### src/rtl/i2c_master.sv
// I2C write/read master for a fixed-address register-mapped slave.
// Each transaction is 4 bytes: {DEV_ADDR,RNW}, ADDR, then two data bytes
// that are written from WR_DATA or read back into RD_DATA.
// Ports:
//   CLK, Reset       - clock and synchronous active-high reset
//   start            - request, accepted only while idle
//   RNW/ADDR/WR_DATA - transaction descriptor, latched on accept
//   RD_DATA          - data of the last error-free read
//   busy, done       - in-flight flag and one-cycle completion pulse
//   ack_err          - a NACK was seen on a master-sent byte
//   SCL, oSDA, iSDA  - bus clock, master data out (1 = released), slave data in
module i2c_master #(
  parameter logic [6:0]  DEV_ADDR = 7'h42,
  parameter int unsigned QDIV     = 4
) (
  input  logic        CLK,
  input  logic        Reset,
  input  logic        start,
  input  logic        RNW,
  input  logic [7:0]  ADDR,
  input  logic [15:0] WR_DATA,
  output logic [15:0] RD_DATA,
  output logic        busy,
  output logic        done,
  output logic        ack_err,
  output logic        SCL,
  output logic        oSDA,
  input  logic        iSDA
);

  localparam int unsigned QW = 8;

  typedef enum logic [2:0] {IDLE, START, BYTE, ACK, STOP} state_t;

  state_t       state;
  logic [QW-1:0] qCnt;
  logic [1:0]   quarter;
  logic [2:0]   bitCnt;
  logic [1:0]   byteCnt;
  logic         rnwReg;
  logic [7:0]   addrReg;
  logic [15:0]  wrReg;
  logic [7:0]   txShift;
  logic [15:0]  rxShift;
  logic [7:0]   nextByte;
  logic         qEnd;
  logic         rdByte;
  logic         nextRead;

  // Last CLK cycle of the current quarter
  assign qEnd = (qCnt == QW'(QDIV - 1));
  // Data bytes of a read are driven by the slave
  assign rdByte   = rnwReg && byteCnt[1];
  assign nextRead = rnwReg && (byteCnt != 2'd0);

  // Master-sent byte that follows the current one
  always_comb begin
    nextByte = wrReg[7:0];
    case (byteCnt)
      2'd0:    nextByte = addrReg;
      2'd1:    nextByte = wrReg[15:8];
      default: nextByte = wrReg[7:0];
    endcase
  end

  // Transaction sequencer; bus lines change only at quarter boundaries
  always_ff @(posedge CLK) begin
    if (Reset) begin
      state   <= IDLE;
      qCnt    <= '0;
      quarter <= '0;
      bitCnt  <= '0;
      byteCnt <= '0;
      rnwReg  <= 1'b0;
      addrReg <= '0;
      wrReg   <= '0;
      txShift <= '0;
      rxShift <= '0;
      RD_DATA <= '0;
      busy    <= 1'b0;
      done    <= 1'b0;
      ack_err <= 1'b0;
      SCL     <= 1'b1;
      oSDA    <= 1'b1;
    end else begin
      done <= 1'b0;
      if (state == IDLE) begin
        qCnt    <= '0;
        quarter <= '0;
        if (start) begin
          rnwReg  <= RNW;
          addrReg <= ADDR;
          wrReg   <= WR_DATA;
          ack_err <= 1'b0;
          busy    <= 1'b1;
          state   <= START;
        end
      end else if (!qEnd) begin
        qCnt <= qCnt + QW'(1);
      end else begin
        qCnt    <= '0;
        quarter <= quarter + 2'd1;
        case (state)
          START: begin
            if (quarter == 2'd0) begin
              oSDA <= 1'b0;
            end else begin
              state   <= BYTE;
              quarter <= '0;
              bitCnt  <= '0;
              byteCnt <= '0;
              SCL     <= 1'b0;
              oSDA    <= DEV_ADDR[6];
              txShift <= {DEV_ADDR[5:0], rnwReg, 1'b0};
            end
          end
          BYTE, ACK: begin
            case (quarter)
              2'd1: SCL <= 1'b1;
              2'd2: begin
                if (state == BYTE && rdByte) rxShift <= {rxShift[14:0], iSDA};
                if (state == ACK && !rdByte && iSDA) ack_err <= 1'b1;
              end
              2'd3: begin
                SCL     <= 1'b0;
                quarter <= '0;
                if (state == BYTE) begin
                  if (bitCnt != 3'd7) begin
                    bitCnt  <= bitCnt + 3'd1;
                    oSDA    <= rdByte ? 1'b1 : txShift[7];
                    txShift <= {txShift[6:0], 1'b0};
                  end else begin
                    // Read data: ACK after byte 2, NACK after the last byte
                    state  <= ACK;
                    bitCnt <= '0;
                    oSDA   <= rdByte ? (byteCnt == 2'd3) : 1'b1;
                  end
                end else if (ack_err || byteCnt == 2'd3) begin
                  state <= STOP;
                  oSDA  <= 1'b0;
                end else begin
                  state   <= BYTE;
                  byteCnt <= byteCnt + 2'd1;
                  oSDA    <= nextRead ? 1'b1 : nextByte[7];
                  txShift <= {nextByte[6:0], 1'b0};
                end
              end
              default: ;
            endcase
          end
          STOP: begin
            if (quarter == 2'd0) begin
              SCL <= 1'b1;
            end else if (quarter == 2'd1) begin
              oSDA <= 1'b1;
            end else begin
              state   <= IDLE;
              quarter <= '0;
              byteCnt <= '0;
              busy    <= 1'b0;
              done    <= 1'b1;
              if (rnwReg && !ack_err) RD_DATA <= rxShift;
            end
          end
          default: state <= IDLE;
        endcase
      end
    end
  end

endmodule
### config.mk
export PLATFORM = sky130hd
export DESIGN_NAME = i2c_master
export DESIGN_NICKNAME = d
export VERILOG_FILES = /design/src/rtl/i2c_master.sv
export SDC_FILE = /design/constraint.sdc
export NUM_CORES = 1
export LEC_CHECK = 0
export BUFFER_PORTS_ARGS = -buffer_cell sky130_fd_sc_hd__buf_4
export CORE_ASPECT_RATIO = 0.9
export CORE_MARGIN = 2
export CORE_UTILIZATION = 60
export CTS_BUF_LIST = sky130_fd_sc_hd__clkbuf_4
export DETAILED_ROUTE_END_ITERATION = 16
export GPL_TIMING_DRIVEN = 1
export HOLD_SLACK_MARGIN = 0.02
export PLACE_DENSITY = 0.81
export SYNTH_ARGS = -nofsm -noshare
export SYNTH_HDL_FRONTEND = slang
export SYNTH_SLANG_ARGS = --single-unit
### constraint.sdc
create_clock -name CLK -period 2.3 [get_ports CLK]
set_input_delay 0.23 -clock CLK [delete_from_list [all_inputs] [get_ports CLK]]
set_output_delay 0.23 -clock CLK [all_outputs]
set_load 0.005 [all_outputs]
==> reports/results.ini <==
[clock_network]
cts_sinks=87
clk_latency_ns=0.44
cts_buffer_depth=2
clk_pin_slew_ns=0.15
cts_tree=done
htreeDepth=3
clock-root-buffer=clkbuf_4
cts_made_buffers=9

[grt]
gr-total-overflow=0
grt.total_usage=0.269
grt_pass1_vias=3347
grt_max_degree=50
antenna_found_initial=0
grt_pass1_wl_mm=16.1

[logic_synthesis]
yosysSeqAreaShare=0.427
ys_warn_count=0
syn_area_per_cell_um2=8.46
synth_top_area_cell=dfxtp_1
synth_area_leaders=dfxtp_1 (43%), a21oi_1 (6.9%), nand2_1 (5.5%), mux2i_1 (4.7%), nor2_1 (4.0%)
ys_types=62
synth-seq-cells=87
synthArstFlopShare=0
synth.top_cell.area_share=0.427
synth_enable_flop_cells=0
synth_ff_type=dfxtp_1
syn_inst=482
syn_area_um2=4080
synth.top_cells.by_count=dfxtp_1 (87), nand2_1 (60), a21oi_1 (56), nor2_1 (43), nand3_1 (25)
synthMostInstantiatedCell=dfxtp_1
synth_nets=522

[placement]
gp_congestion=0.873
io_buffers=49
place_area_um2=4540
placed_cells=606
dp_slack_ns=0.173
dp_hpwl_mm=6.66

[timing]
report.final.setup_viol=0
slew_violations=0
finClkSkew_ns=0.0234
rsz0062_at_grt=no
worst_slack_ns=0.210
fmax_mhz=478
finalCriticalPeriod_ns=2.09
period_share=0.909
fin_tns_setup_ns=0
worst_slew_pin_slew_ns=0.658
slew_headroom=0.560
hold_viol=0

[die]
die_area_um2=7470
start_util=0.619
dieHeight_um=82.2
rows=28
core-area_um2=6590
die_w_um=90.9
io_pins=50

[final_layout]
fillCellCount=526
area_growth_pct=20.7
drive_above_1_share=0.189
instances_no_fill=646
nets=591
diodes=0
design_area_um2=4920

[pwr]
leakagePower_nw=1.94
ir_worst_vdd_mv=0.443
p_per_area_nw_per_um2=548

[run_status]
outcome=complete, no violations

[worst_hold_path]
hp-class=in -> reg
worstHoldEndpoint=wrReg[6]
min_from=WR_DATA[6]
hold_depth=3

[drt]
drtIter0Drc=235
avgViaCountPerCell=5.87
ant_nets=0
vias=3789
wire_per_inst_um=15.6
first_pass_iters=5
routed_wl_mm=10.1
drc_errors=0

[setup_path]
r2r-start=quarter[0]
cp-start-kind=flop
cp_max_fo=12
rr_worst_depth=7
reg2reg_slack_ns=0.21
crit_chain=inv_1, ha_1, nor2b_1, nor3_1, buf_4, or4_1, a21oi_1
slowest_delay_ns=0.50
critPathKind=reg -> reg
crit_slowest_cell=or4_1
arrival_ns=2.46
r2r-end=bitCnt[0]
required_ns=2.67
end_kind=flop

[flow_run]
maxCapViolCount=0

through the flow:
step,hold WS (ns),total power [mW],utilization
floorplan,0.366,1.74,-
global placement,0.441,1.83,0.690
detailed placement,0.445,1.83,0.690
CTS,0.0212,2.70,0.743
global route,0.0298,2.80,0.748
finish,0.0367,2.70,0.748
sequential cells by signal, indices dropped and copies added, names as in the netlist:
signal,flops
RD_DATA,16
wrReg,16
busy,1
byteCnt,2
rnwReg,1
quarter,2
SCL,1
ack_err,1
rxShift,16
state,3
qCnt,8
addrReg,8
oSDA,1
txShift,7
done,1
bitCnt,3
timing repair:
item                                    CTS  global route
hold buffers                             21             2
endpoints found under the setup margin    0             2
endpoints found under the hold margin    21             2
resized for setup                         0             1
setup buffers                             0             1
where the power goes:
group	total, mW	internal [mW]	leakage [nW]	switching, mW
registers	1.57	1.54	0.706	0.0232
logic	0.275	0.126	1.17	0.149
clock network	0.856	0.257	0.0713	0.599
worst max-delay path, delay by kind of cell (launching register included):
| family | cells | cell delay [ns] |
|---|---|---|
| compound gates | 1 | 0.16 |
| fa+ha+maj | 1 | 0.22 |
| buf+inv | 2 | 0.32 |
| flops | 1 | 0.41 |
| simple gates | 3 | 0.91 |
cell type report:
type / instances / area [um2] / area share
repair buffers: 91 / 741 / 0.150
clock buffers: 9 / 67.6 / 0.0137
inverters: 7 / 26.3 / 0.00534
clock inverters: 7 / 73.8 / 0.0150
flip-flops and latches: 87 / 1740 / 0.354
well taps: 90 / 113 / 0.0229
multi-input cells: 355 / 2160 / 0.439
worst max path at each step:
stage               start          to  cells past startpoint
2_1_floorplan  quarter[0]  byteCnt[0]                      6
3_3_place_gp   quarter[0]  byteCnt[0]                      7
3_5_place_dp   quarter[0]   bitCnt[0]                      7
4_1_cts        quarter[0]   bitCnt[0]                      7
5_1_grt        quarter[1]    state[1]                      6
6_report       quarter[0]   bitCnt[0]                      7
logic make-up (layout without fill, tap and decap cells):
group                      after synthesis  after routing  synth area share
adders and majority gates               11             11            0.0337
buffers and inverters                   40            114            0.0432
muxes                                   21             21            0.0521
AOI/OAI and AO/OA                      127            127             0.190
and+or+nand+nor                        189            189             0.239
xor gates and xnor gates                 7              7            0.0150
DFF                                     87             87             0.427
metal layers:
| metal | GRT usage | wire length (um) | vias to the layer above |
|---|---|---|---|
| met5 | 0 | 0 | - |
| li1 | - | - | 1854 |
| met2 | 0.447 | 4780 | 147 |
| met1 | 0.367 | 4540 | 1770 |
| met4 | 0.0652 | 140 | 0 |
| met3 | 0.0517 | 630 | 18 |
cell usage in the layout (no fill, tap or decap), drive strengths merged, types with 9 or more instances in the layout:
cell,instances
o21ai,24
ha,11
nand2,60
nand3,25
mux2i,19
nor2,44
dfxtp,87
dlygate4sd3,23
buf,68
a21oi,56
o31ai,9
inv,11
clkbuf,9
(Power assumes the default switching activity.)
